File: src/rtl/ps2_pkg.sv
// Shared types, constants and helpers for the PS/2 keyboard receiver.
package ps2_pkg;

  localparam int unsigned PS2_FILTER_DEF  = 8;
  localparam int unsigned PS2_TIMEOUT_DEF = 11200;
  localparam int unsigned PS2_TCNT_W      = 14;

  localparam logic [7:0] PS2_BREAK = 8'hF0;
  localparam logic [7:0] PS2_EXT   = 8'hE0;

  typedef enum logic [1:0] {
    ST_IDLE,
    ST_DATA,
    ST_PARITY,
    ST_STOP
  } ps2_state_t;

  // Keyboard status/response bytes that never reach the key matrix.
  function automatic logic ps2_drop(input logic [7:0] b);
    case (b)
      8'hAA, 8'hFA, 8'hEE, 8'hFE, 8'hFC, 8'h00, 8'hFF, 8'hE1: ps2_drop = 1'b1;
      default:                                                ps2_drop = 1'b0;
    endcase
  endfunction

endpackage

File: src/rtl/ps2_line_filter.sv
// 2-FF synchroniser, saturating glitch filter and falling-edge pulse for one PS/2 line.
module ps2_line_filter #(
  parameter int unsigned FILTER = 8
) (
  input  logic clock,
  input  logic reset,
  input  logic pin,
  output logic line,
  output logic fall
);

  localparam int unsigned CW = $clog2(FILTER + 1);

  logic [1:0]    sync;
  logic [CW-1:0] cnt;
  logic          line_q;

  // Filtered line flips only after FILTER consecutive samples disagree with it.
  always_ff @(posedge clock or posedge reset) begin
    if (reset) begin
      sync   <= 2'b11;
      cnt    <= '0;
      line   <= 1'b1;
      line_q <= 1'b1;
      fall   <= 1'b0;
    end else begin
      sync   <= {sync[0], pin};
      line_q <= line;
      fall   <= line_q & ~line;
      if (sync[1] == line) begin
        cnt <= '0;
      end else if (cnt == CW'(FILTER - 1)) begin
        line <= sync[1];
        cnt  <= '0;
      end else begin
        cnt <= cnt + CW'(1);
      end
    end
  end

endmodule

File: src/rtl/ps2_keyboard_rx.sv
// PS/2 keyboard receiver: deframes device-to-host frames, strips F0/E0 prefixes
// and emits one strobed scan-code event per key transition.
module ps2_keyboard_rx
  import ps2_pkg::*;
#(
  parameter int unsigned FILTER  = PS2_FILTER_DEF,
  parameter int unsigned TIMEOUT = PS2_TIMEOUT_DEF
) (
  input  logic       clock,
  input  logic       reset,
  input  logic       ps2ck,
  input  logic       ps2d,
  output logic       kstb,
  output logic       make,
  output logic [7:0] code,
  output logic       ext,
  output logic       err
);

  localparam logic [PS2_TCNT_W-1:0] TCNT_MAX = '1;

  logic ck_fall;
  logic ck_line_unused;
  logic d_line;
  logic d_fall_unused;

  ps2_line_filter #(.FILTER(FILTER)) u_ck_filter (
    .clock (clock),
    .reset (reset),
    .pin   (ps2ck),
    .line  (ck_line_unused),
    .fall  (ck_fall)
  );

  ps2_line_filter #(.FILTER(FILTER)) u_d_filter (
    .clock (clock),
    .reset (reset),
    .pin   (ps2d),
    .line  (d_line),
    .fall  (d_fall_unused)
  );

  ps2_state_t            state, state_n;
  logic [2:0]            bitcnt, bitcnt_n;
  logic [7:0]            shreg, shreg_n;
  logic                  par, par_n;
  logic                  brk, brk_n;
  logic                  extf, extf_n;
  logic [PS2_TCNT_W-1:0] tcnt, tcnt_n;
  logic                  kstb_n, make_n, ext_n, err_n;
  logic [7:0]            code_n;

  always_ff @(posedge clock or posedge reset) begin
    if (reset) begin
      state  <= ST_IDLE;
      bitcnt <= '0;
      shreg  <= '0;
      par    <= 1'b0;
      brk    <= 1'b0;
      extf   <= 1'b0;
      tcnt   <= '0;
      kstb   <= 1'b0;
      make   <= 1'b0;
      code   <= '0;
      ext    <= 1'b0;
      err    <= 1'b0;
    end else begin
      state  <= state_n;
      bitcnt <= bitcnt_n;
      shreg  <= shreg_n;
      par    <= par_n;
      brk    <= brk_n;
      extf   <= extf_n;
      tcnt   <= tcnt_n;
      kstb   <= kstb_n;
      make   <= make_n;
      code   <= code_n;
      ext    <= ext_n;
      err    <= err_n;
    end
  end

  always_comb begin
    state_n  = state;
    bitcnt_n = bitcnt;
    shreg_n  = shreg;
    par_n    = par;
    brk_n    = brk;
    extf_n   = extf;
    kstb_n   = 1'b0;
    err_n    = 1'b0;
    make_n   = make;
    code_n   = code;
    ext_n    = ext;

    // Bit-gap counter: parked in IDLE, cleared by every accepted clock edge.
    if (state == ST_IDLE || ck_fall) begin
      tcnt_n = '0;
    end else if (tcnt == TCNT_MAX) begin
      tcnt_n = tcnt;
    end else begin
      tcnt_n = tcnt + PS2_TCNT_W'(1);
    end

    case (state)
      ST_IDLE: begin
        if (ck_fall && !d_line) begin
          state_n  = ST_DATA;
          bitcnt_n = '0;
        end
      end
      ST_DATA: begin
        if (ck_fall) begin
          shreg_n  = {d_line, shreg[7:1]};
          bitcnt_n = bitcnt + 3'(1);
          if (bitcnt == 3'd7) begin
            state_n = ST_PARITY;
          end
        end
      end
      ST_PARITY: begin
        if (ck_fall) begin
          par_n   = d_line;
          state_n = ST_STOP;
        end
      end
      ST_STOP: begin
        if (ck_fall) begin
          state_n = ST_IDLE;
          if (d_line && ((^shreg) ^ par)) begin
            if (shreg == PS2_BREAK) begin
              brk_n = 1'b1;
            end else if (shreg == PS2_EXT) begin
              extf_n = 1'b1;
            end else if (ps2_drop(shreg)) begin
              brk_n  = 1'b0;
              extf_n = 1'b0;
            end else begin
              kstb_n = 1'b1;
              code_n = shreg;
              make_n = ~brk;
              ext_n  = extf;
              brk_n  = 1'b0;
              extf_n = 1'b0;
            end
          end else begin
            err_n  = 1'b1;
            brk_n  = 1'b0;
            extf_n = 1'b0;
          end
        end
      end
      default: state_n = ST_IDLE;
    endcase

    // A clock edge in the expiry cycle takes priority over the timeout.
    if (state != ST_IDLE && !ck_fall && tcnt >= PS2_TCNT_W'(TIMEOUT)) begin
      err_n   = 1'b1;
      state_n = ST_IDLE;
      brk_n   = 1'b0;
      extf_n  = 1'b0;
      tcnt_n  = '0;
    end
  end

endmodule

File: config.mk
export PLATFORM = sky130hd
export DESIGN_NAME = ps2_keyboard_rx
export DESIGN_NICKNAME = d
export VERILOG_FILES = /design/src/rtl/ps2_pkg.sv /design/src/rtl/ps2_line_filter.sv /design/src/rtl/ps2_keyboard_rx.sv
export SDC_FILE = /design/constraint.sdc
export NUM_CORES = 1
export LEC_CHECK = 0
export ABC_CLOCK_PERIOD_IN_PS = 2920
export BUFFER_PORTS_ARGS = -buffer_cell sky130_fd_sc_hd__buf_4
export CAP_MARGIN = 20
export CORE_ASPECT_RATIO = 1.2
export CORE_UTILIZATION = 55
export DETAILED_ROUTE_END_ITERATION = 8
export GPL_TIMING_DRIVEN = 0
export PLACE_DENSITY = 0.81
export SETUP_SLACK_MARGIN = 0.4
export SLEW_MARGIN = 0
export SYNTH_ARGS = -nofsm -noshare
export SYNTH_HDL_FRONTEND = slang
export SYNTH_SLANG_ARGS = --single-unit
File: constraint.sdc
create_clock -name clock -period 2.92 [get_ports clock]
set_input_delay 0.584 -clock clock [delete_from_list [all_inputs] [get_ports clock]]
set_output_delay 0.584 -clock clock [all_outputs]
set_load 0.01 [all_outputs]
* Word-level counts from Yosys, hierarchy flattened
Cells that the tools add are included.
** Cells by class
- $add $sub $neg :: 4
- $lt $le $gt $ge :: 1
- Equality and inequality tests :: 28
- Mux-type cells :: 45
- Bitwise logic cells :: 9
- Reductions and logical operators :: 24
** Operators by type and width (number)
- $eq A8 B8 Y1 const B :: 9
- $mux W14 :: 3
- $mux W1 :: 28
- $mux W4 :: 4
- $ne A3 B2 Y1 const B :: 5
- $add A14 B1 Y14 const B :: 1
- $eq A14 B14 Y1 const B :: 1
- $ge A14 B14 Y1 const B :: 1
- $mux W2 :: 6
- $reduce_and A3 Y1 :: 3
- $add A4 B1 Y4 const B :: 2
- $eq A4 B3 Y1 const B :: 2
- $logic_not A8 Y1 :: 1
- $pmux W2 S4 :: 1
- $reduce_and A2 Y1 :: 4
- $reduce_bool A2 Y1 :: 4
- $reduce_or A8 Y1 :: 1
- $reduce_xor A8 Y1 :: 1
- $not A1 Y1 :: 7
- $mux W3 :: 2
- $pmux W3 S2 :: 1
- $reduce_and A6 Y1 :: 1
- $reduce_and A5 Y1 :: 1
- $eq A2 B2 Y1 const B :: 2
- other kinds (14) :: 20
** Storage, ports and cells
- Flip-flop bits (word level) :: 58
- Output and inout port bits :: 12

* Depth between registers and ports, before layout
Gate-level depths: netlist of run 1.
- Word-level depth :: 14
- Mapped depth :: 8
- Depth with buffers taken out :: 7

* By module
A second synthesis of run 1 with hierarchy kept.
** Second synthesis, totals
- Cell total of the unflattened synthesis :: 261
- Area, all modules :: 2922.8 um^2
** Modules (own cells, without submodules)
- ps2_keyboard_rx :: instances 1, cells an instance 215, area each 2237.1 um^2, seq. area each 1051.0 um^2
- ps2_line_filter :: instances 2, cells an instance 23, area each 342.8 um^2, seq. area each 230.2 um^2

* Worst setup path after synthesis of run 1
Ideal clock, no wire load.
- Kind :: register to register
- From :: register shreg[0]
- To :: register code[0]
- Setup time :: 125 ps
- Arrival :: 2028 ps
- Setup slack :: 767 ps
- Cell stages (with the launch flop) :: 9
- Path buffers :: 1
- Clock period less this slack :: 2153 ps
- Path through :: dfrtp_1 > inv_1 > ha_1 > xnor2_1 > xnor3_1 > nor2b_2 > and3b_4 > buf_12 > mux2_4
** On the way
- Cells in the longest elaborated chain, start to end :: 10
- Elaborated cells on any way between the ends :: 24
** Ends and longest elaborated chain
- start, declared :: line ps2_keyboard_rx.sv:45 : logic [7:0] shreg, shreg_n;
- start signal, assigned :: line ps2_keyboard_rx.sv:70 : shreg <= shreg_n;
- $eq A8 B8 Y1 or $logic_not A8 Y1 (tied branches) :: line ps2_pkg.sv:20 : case (b)
- $reduce_or A8 Y1 :: line ps2_pkg.sv:20
- $mux W1 :: line ps2_pkg.sv:20
- $mux W1 :: line ps2_keyboard_rx.sv:133 : end else if (shreg == PS2_EXT) begin
- $mux W1 :: line ps2_keyboard_rx.sv:131 : if (shreg == PS2_BREAK) begin
- $mux W1 :: line ps2_keyboard_rx.sv:130 : if (d_line && ((^shreg) ^ par)) begin
- $mux W1 :: line ps2_keyboard_rx.sv:128 : if (ck_fall) begin
- $mux W1 :: line ps2_keyboard_rx.sv:105 : case (state)
- $not A1 Y1 (no line)
- $reduce_and A6 Y1 (no line)
- end signal, assigned :: line ps2_keyboard_rx.sv:77 : code <= code_n;
- end, declared :: line ps2_keyboard_rx.sv:15 : output logic [7:0] code,
Several ways; a longest one is shown, not always the timed one. The select of a mux whose other input is x is not followed.
A chain may end at the register's enable or synchronous reset.

* Final worst setup path of run 1
- From :: register shreg[1]
- To :: register code[7]
** On the way
- Cells in the longest elaborated chain, start to end :: 10
- Elaborated cells on any way between the ends :: 24
** Ends and longest elaborated chain (line)
- $eq A8 B8 Y1 or $logic_not A8 Y1 (tied branches) :: ps2_pkg.sv:20
- $reduce_or A8 Y1 :: ps2_pkg.sv:20
- $mux W1 :: ps2_pkg.sv:20
- $mux W1 :: ps2_keyboard_rx.sv:133
- $mux W1 :: ps2_keyboard_rx.sv:131
- $mux W1 :: ps2_keyboard_rx.sv:130
- $mux W1 :: ps2_keyboard_rx.sv:128
- $mux W1 :: ps2_keyboard_rx.sv:105
- $not A1 Y1 (no line)
- $reduce_and A6 Y1 (no line) (*)
Every way passes the cells marked *; elsewhere a longest branch is shown, timed or not. The select of a mux whose other input is x is not followed.

==> impl_metrics.ini, run 1 <==
[die]
die-height_um = 81.64
core_mm2 = 0.005010
row_count = 28
dieArea_mm2 = 0.005581
die_width_um = 68.36
ios = 16
initial_utilization_pct = 58.02

[synth]
synth.most_common_cell = dfrtp_1
synthAdderAreaFrac_pct = 9.901
syn_avg_cell_area_um2 = 10.97
syn-instance-count = 265
ys_ff_latch = 58
synth_top_area_share_pct = 43.91
synth-simple-area-share_pct = 16.87
yosys-top-cells-area = dfrtp_1 44%, ha_1 9.9%, dfstp_2 6.3%
synth.area.mux_share_pct = 6.802
synth_edf_count = 0
async_flop_share_pct = 100.0
synth_nets = 292
syn_area_mm2 = 0.002907
yosysWarnings = 0
synth_compound_area_share_pct = 7.490
yosysTopAreaCell = dfrtp_1
synth_top_family_by_area = simple AND/OR/NAND/NOR gates
synth_cell_type_count = 39
synthTopCellsByCount = 51 x dfrtp_1, 24 x nor2_1, 23 x ha_1, 19 x nand2_1, 18 x inv_1
synth_xor_area_share_pct = 4.994
yosys_most_used_dff = dfrtp_1
seq_area_frac_synth_pct = 50.24

[setup_path]
start_kind = flop
crit_fanout = 10
worstSetupPathType = flop to flop
required_ns = 3.14
slowest_delay_ns = 0.42
regToRegSetupSlack_ns = 0.58
path_cells = inv_1 > ha_1 > xnor2_1 > xnor3_1 > nor2b_2 > and3b_4 > buf_12 > mux2_4
path_delay_family = XOR/XNOR gates
crit_path_top_delay_cell = dfrtp_1
critPathBufInv = 2
end_kind = flop
critPathArrivalTime_ns = 2.56

[global_routing]
grt_pass1_vias = 2005
grt.overflow.total = 0
antenna_found_initial = 0
grt_pass1_wl_um = 8611
grt_max_degree = 32
grtUsageTotal_pct = 21.34

[finish]
fillCellCount = 372
drive_above_1_share_pct = 19.87
insertedDiodeCount = 0
register_area_mm2 = 0.001460
final_nets = 319
layout-area-overhead-vs-synth_pct = 13.69
multi_input_area_mm2 = 0.001339

[sta]
setup_viol = 0
finalMaxSlewViolations = 0
max_freq_mhz = 428.0
final.setup_skew_ns = 0.009095
fin_crit_sh_pct = 80.02
holdWs_ns = 0.3076
min_period_ns = 2.337
worstMarginPinSlew_ns = 0.5883
slew_headroom_pct = 60.72
rsz0062_at_grt = false
hold_viol = 0
fin_tns_setup_ns = 0

[place]
gp_congestion = 0.8838
port_buffers = 15
place_hpwl_um = 3534

[drt]
finalWirelength_um = 4968
ant_nets = 0
drt_iter0_drc = 137
vias = 1980
drc_errors = 0
via_per_inst = 5.546
avgRoutedWirePerCell_um = 13.92
dr.pass1.iters = 4

[min_path]
min_path_type = primary input to asynchronous set/reset pin

[job]
max-cap-violations = 0

[power]
ir_worst_vdd_uv = 400.9
power.density_mw_per_mm2 = 680.4
power.leakage_nw = 1.524
power_mw = 2.248

[clock_network]
htree_num_levels = 3
numCtsBuffers = 9
cts_buffer_depth = 2
cts_root_buffer = clkbuf_8
postCtsSetupBuffers = 0
postCtsHoldBufs = 0
clkLatencyLatePin_ns = 0.34
tritoncts = built
clk_pin_slew_worst_paths_ns = 0.07
post_cts_resized = 0
cts_sinks = 58

[run_status]
outcome = complete, no violations
==> cell type report <==
type	instances	area share, %
flip-flops and latches	58	44.19
multi-input cells	183	40.51
clock buffers	12	4.998
repair buffers	16	4.014
well taps	60	2.272
inverters	18	2.045
plain buffers	6	1.212
clock inverters	4	0.7573
==> sequential cells by signal, summed over array words and instances, names as in the netlist, 2 cells and up <==
name,cells
bitcnt,3
code,8
shreg,8
state,2
tcnt,14
u_ck_filter.cnt,4
u_ck_filter.sync,2
u_d_filter.cnt,4
u_d_filter.sync,2
==> cell usage in the layout (no fill, tap or decap), types with 3 or more instances in the layout <==
cell and n:
dfrtp_1 51, o211ai_1 5, nor2b_1 5, a31oi_1 3
dfstp_2 7, inv_1 17, clkbuf_8 12, clkbuf_1 4
xnor2_1 11, ha_1 23, xor2_1 3, mux2_4 8
nor3_1 10, nor2_1 24, mux2_2 6, o21ai_0 12
nand2b_1 3, buf_4 15, a21oi_1 8, nand4_1 8
nand2_1 19, nand3_1 15
==> layer usage <==
| metal | wire length [µm] | global-route usage [%] |
|---|---|---|
| met1 | 2105 | 24.89 |
| met2 | 2541 | 36.37 |
| met4 | 109 | 9.375 |
| met3 | 211 | 5.417 |
| met5 | 0 | 0 |
==> where the power goes <==
part           switching [mW]  internal (mW)  total [mW]
clock                   0.314          0.374       0.688
sequential             0.0911          0.930        1.02
combinational           0.313          0.226       0.539
total                   0.719           1.53        2.25
==> final timing paths <==
path | start | endpoint | cells after the start
max reg2reg | shreg[1] | code[7] | 8
min reg2reg | u_d_filter.sync[0] | u_d_filter.sync[1] | 0
min | reset | tcnt[5] | 2
max in group asynchronous | reset | u_d_filter.sync[0] | 3
max | shreg[1] | code[7] | 8
min in group clock | u_d_filter.sync[0] | u_d_filter.sync[1] | 0
==> through the flow <==
| step | instance area, µm² | setup slack (ns) | cells | utilization (%) |
|---|---|---|---|---|
| finish | 3304 | 0.5833 | 357 | 65.96 |
| global route | 3304 | 0.4856 | 357 | 65.96 |
| CTS | 3304 | 0.5715 | 357 | 65.96 |
| detailed placement | 3114 | 0.5856 | 341 | 62.16 |
| global placement | 3094 | 0.2688 | 340 | 61.76 |
| floorplan | 2907 | 0.7667 | 265 | - |
==> kinds of logic after synthesis <==
group,count (synthesis)
AO/OA/AOI/OAI,35
AND/OR/NAND/NOR,95
flip-flops,58
multiplexers,15
buffers and inverters,24
adder cells (fa/ha/maj),23
XOR/XNOR,15
No activity file was read; power rests on OpenSTA's default activity.
==> run 2: changes to the inputs <==
--- a/config.mk
+++ b/config.mk
@@ -5,14 +5,14 @@
 export SDC_FILE = /design/constraint.sdc
 export NUM_CORES = 1
 export LEC_CHECK = 0
-export ABC_CLOCK_PERIOD_IN_PS = 2920
+export ABC_CLOCK_PERIOD_IN_PS = 1940
 export BUFFER_PORTS_ARGS = -buffer_cell sky130_fd_sc_hd__buf_4
 export CAP_MARGIN = 20
 export CORE_ASPECT_RATIO = 1.2
-export CORE_UTILIZATION = 55
+export CORE_UTILIZATION = 54
 export DETAILED_ROUTE_END_ITERATION = 8
 export GPL_TIMING_DRIVEN = 0
-export PLACE_DENSITY = 0.81
+export PLACE_DENSITY = 0.83
 export SETUP_SLACK_MARGIN = 0.4
 export SLEW_MARGIN = 0
 export SYNTH_ARGS = -nofsm -noshare
==> constraint.sdc (replaced) <==
create_clock -name clock -period 1.94 [get_ports clock]
set_input_delay 0.388 -clock clock [delete_from_list [all_inputs] [get_ports clock]]
set_output_delay 0.388 -clock clock [all_outputs]
set_load 0.01 [all_outputs]
==> run 2 against run 1 <==
Largest power group unchanged. Via count rose by 10%. The flow now finishes with violations (negative setup slack). Final cell count up 7.6%. Highest routed layer unchanged. Critical path depth unchanged.
==> impl_metrics.ini, run 2 (synthesis results as in run 1) <==
[die]
core_mm2 = 0.005045
die-height_um = 82.37
dieArea_mm2 = 0.005681
row_count = 28
initial_utilization_pct = 57.61
die_width_um = 68.98
ios = 16

[global_routing]
grt_max_degree = 40
grt.overflow.total = 0
grt_pass1_vias = 2144
antenna_found_initial = 0
grtUsageTotal_pct = 23.91
grt_pass1_wl_um = 9701

[setup_path]
crit_fanout = 9
regToRegSetupSlack_ns = -0.32
path_delay_family = XOR/XNOR gates
reg2regPathDepth = 8
crit_path_top_delay_cell = dfrtp_1
crit_path_start = shreg[7]
r2r_end = code[4]
start_kind = flop
worstSetupPathType = flop to flop
path_cells = inv_2 > ha_4 > xnor2_2 > xnor3_1 > nor2b_2 > and3b_4 > buf_12 > mux2_4
critPathBufInv = 2
critPathArrivalTime_ns = 2.47
end_kind = flop
required_ns = 2.16
reg2reg_from = shreg[7]
slowest_delay_ns = 0.40

[power]
ir_worst_vdd_uv = 612.4
power.density_mw_per_mm2 = 968.7
power.leakage_nw = 1.681

[finish]
multi_input_area_mm2 = 0.001511
stdcell_area_mm2 = 0.003697
largestRegisters = tcnt (14), code (8), shreg (8)
final_common_cell = dfrtp_1
layout-area-overhead-vs-synth_pct = 27.21
fillCellCount = 322
largest_register_ffs = 14
final_nets = 346
register_area_mm2 = 0.001463
drive_above_1_share_pct = 37.96
final_util_pct = 73.29
regMostFlops = tcnt
final_cell_mix = 49 x dfrtp_1, 40 x buf_4, 22 x nor2_1, 19 x nand2_1, 15 x nand3_1
insertedDiodeCount = 0

[drt]
vias = 2187
ant_nets = 0
finalWirelength_um = 6099
dr.pass1.iters = 5
avgRoutedWirePerCell_um = 15.88
drt_iter0_drc = 208
drc_errors = 0
via_per_inst = 5.695

[clock_network]
numCtsBuffers = 9
clk_pin_slew_worst_paths_ns = 0.07
tritoncts = built
clkLatencyLatePin_ns = 0.34
htree_num_levels = 3
cts_sinks = 58
postCtsHoldBufs = 0
cts_root_buffer = clkbuf_8
cts_buffer_depth = 2

[place]
gp_congestion = 0.7778
place_area_mm2 = 0.003152
port_buffers = 15
place_hpwl_um = 3435

[sta]
setup_viol = 12
fin_crit_sh_pct = 116.3
hold_viol = 0
min_period_ns = 2.256
worstMarginPinSlew_ns = 0.4714
fin_tns_setup_ns = -3.178
holdWs_ns = 0.06798
setup_ws_ns = -0.3156
slew_headroom_pct = 68.51
finalMaxSlewViolations = 0
final.setup_skew_ns = 0.01043
max_freq_mhz = 443.3
rsz0062_at_grt = true

[job]
max-cap-violations = 0

[min_path]
min_path_type = primary input to asynchronous set/reset pin

[run_status]
outcome = complete, but fails checks
violations = negative setup slack
run 2: cell types whose count changed in the layout (fill, tap and decap cells not counted), moves of 3 or more:
cell    before  now
ha_4         0    7
nor3_2       0    3
nor3_1      10    6
buf_4       15   40
buf_6        0    4
inv_2        1   10
ha_1        23   14
inv_1       17    7
run 2: per-stage QoR:
step	std cells	setup slack [ns]	total power, mW
after floorplan	265	-0.1200	2.174
after global placement	340	-0.2805	2.324
after detailed placement	341	-0.3016	2.372
after CTS	373	-0.2305	3.525
after global routing	384	-0.3723	3.798
final	384	-0.3156	3.582
run 2: report_power, final:
group	total (mW)	switching, mW	internal (mW)
combinational	1.05	0.571	0.476
clock	0.993	0.466	0.527
sequential	1.54	0.138	1.40
total	3.58	1.18	2.41
run 2: repair_timing:
action	CTS	global route
setup buffers	16	11
pin swaps	5	8
endpoints found under the setup margin	39	39
resized for setup	24	24
run 2: worst max path at each step:
stage	depth (start not counted)	endpoint	slack, ns
2_1_floorplan	8	code[0]	-0.12
3_5_place_dp	8	code[3]	-0.30
5_1_grt	8	code[4]	-0.37
6_report	8	code[4]	-0.32
3_3_place_gp	8	code[7]	-0.28
4_1_cts	8	code[4]	-0.23
run 2: layout make-up:
cell class                      count  area share [%]
Multi-Input combinational cell    183           40.88
Sequential cell                    58           39.56
Buffer                              6           1.523
Clock inverter                      3          0.4061
Tap cell                           60           2.030
Timing Repair Buffer               43           9.374
Clock buffer                       13           4.298
Inverter                           18           1.929
run 2: metal layers:
metal / share of wire (%) / vias up / GRT usage (%)
met5: 0 / - / 0
met4: 2.8 / 0 / 10.61
met3: 4.0 / 18 / 7.692
met2: 52 / 67 / 40.39
met1: 41 / 1079 / 27.17
li1: - / 1023 / -
run 2: worst reg2reg max path, delay by kind of cell, from the launching register on:
family                     cells  cell delay (ns)
DFF                            1             0.40
xor gates and xnor gates       2             0.57
buffers and inverters          2             0.23
adders and majority gates      1             0.20
and+or+nand+nor                2             0.43
muxes                          1             0.30
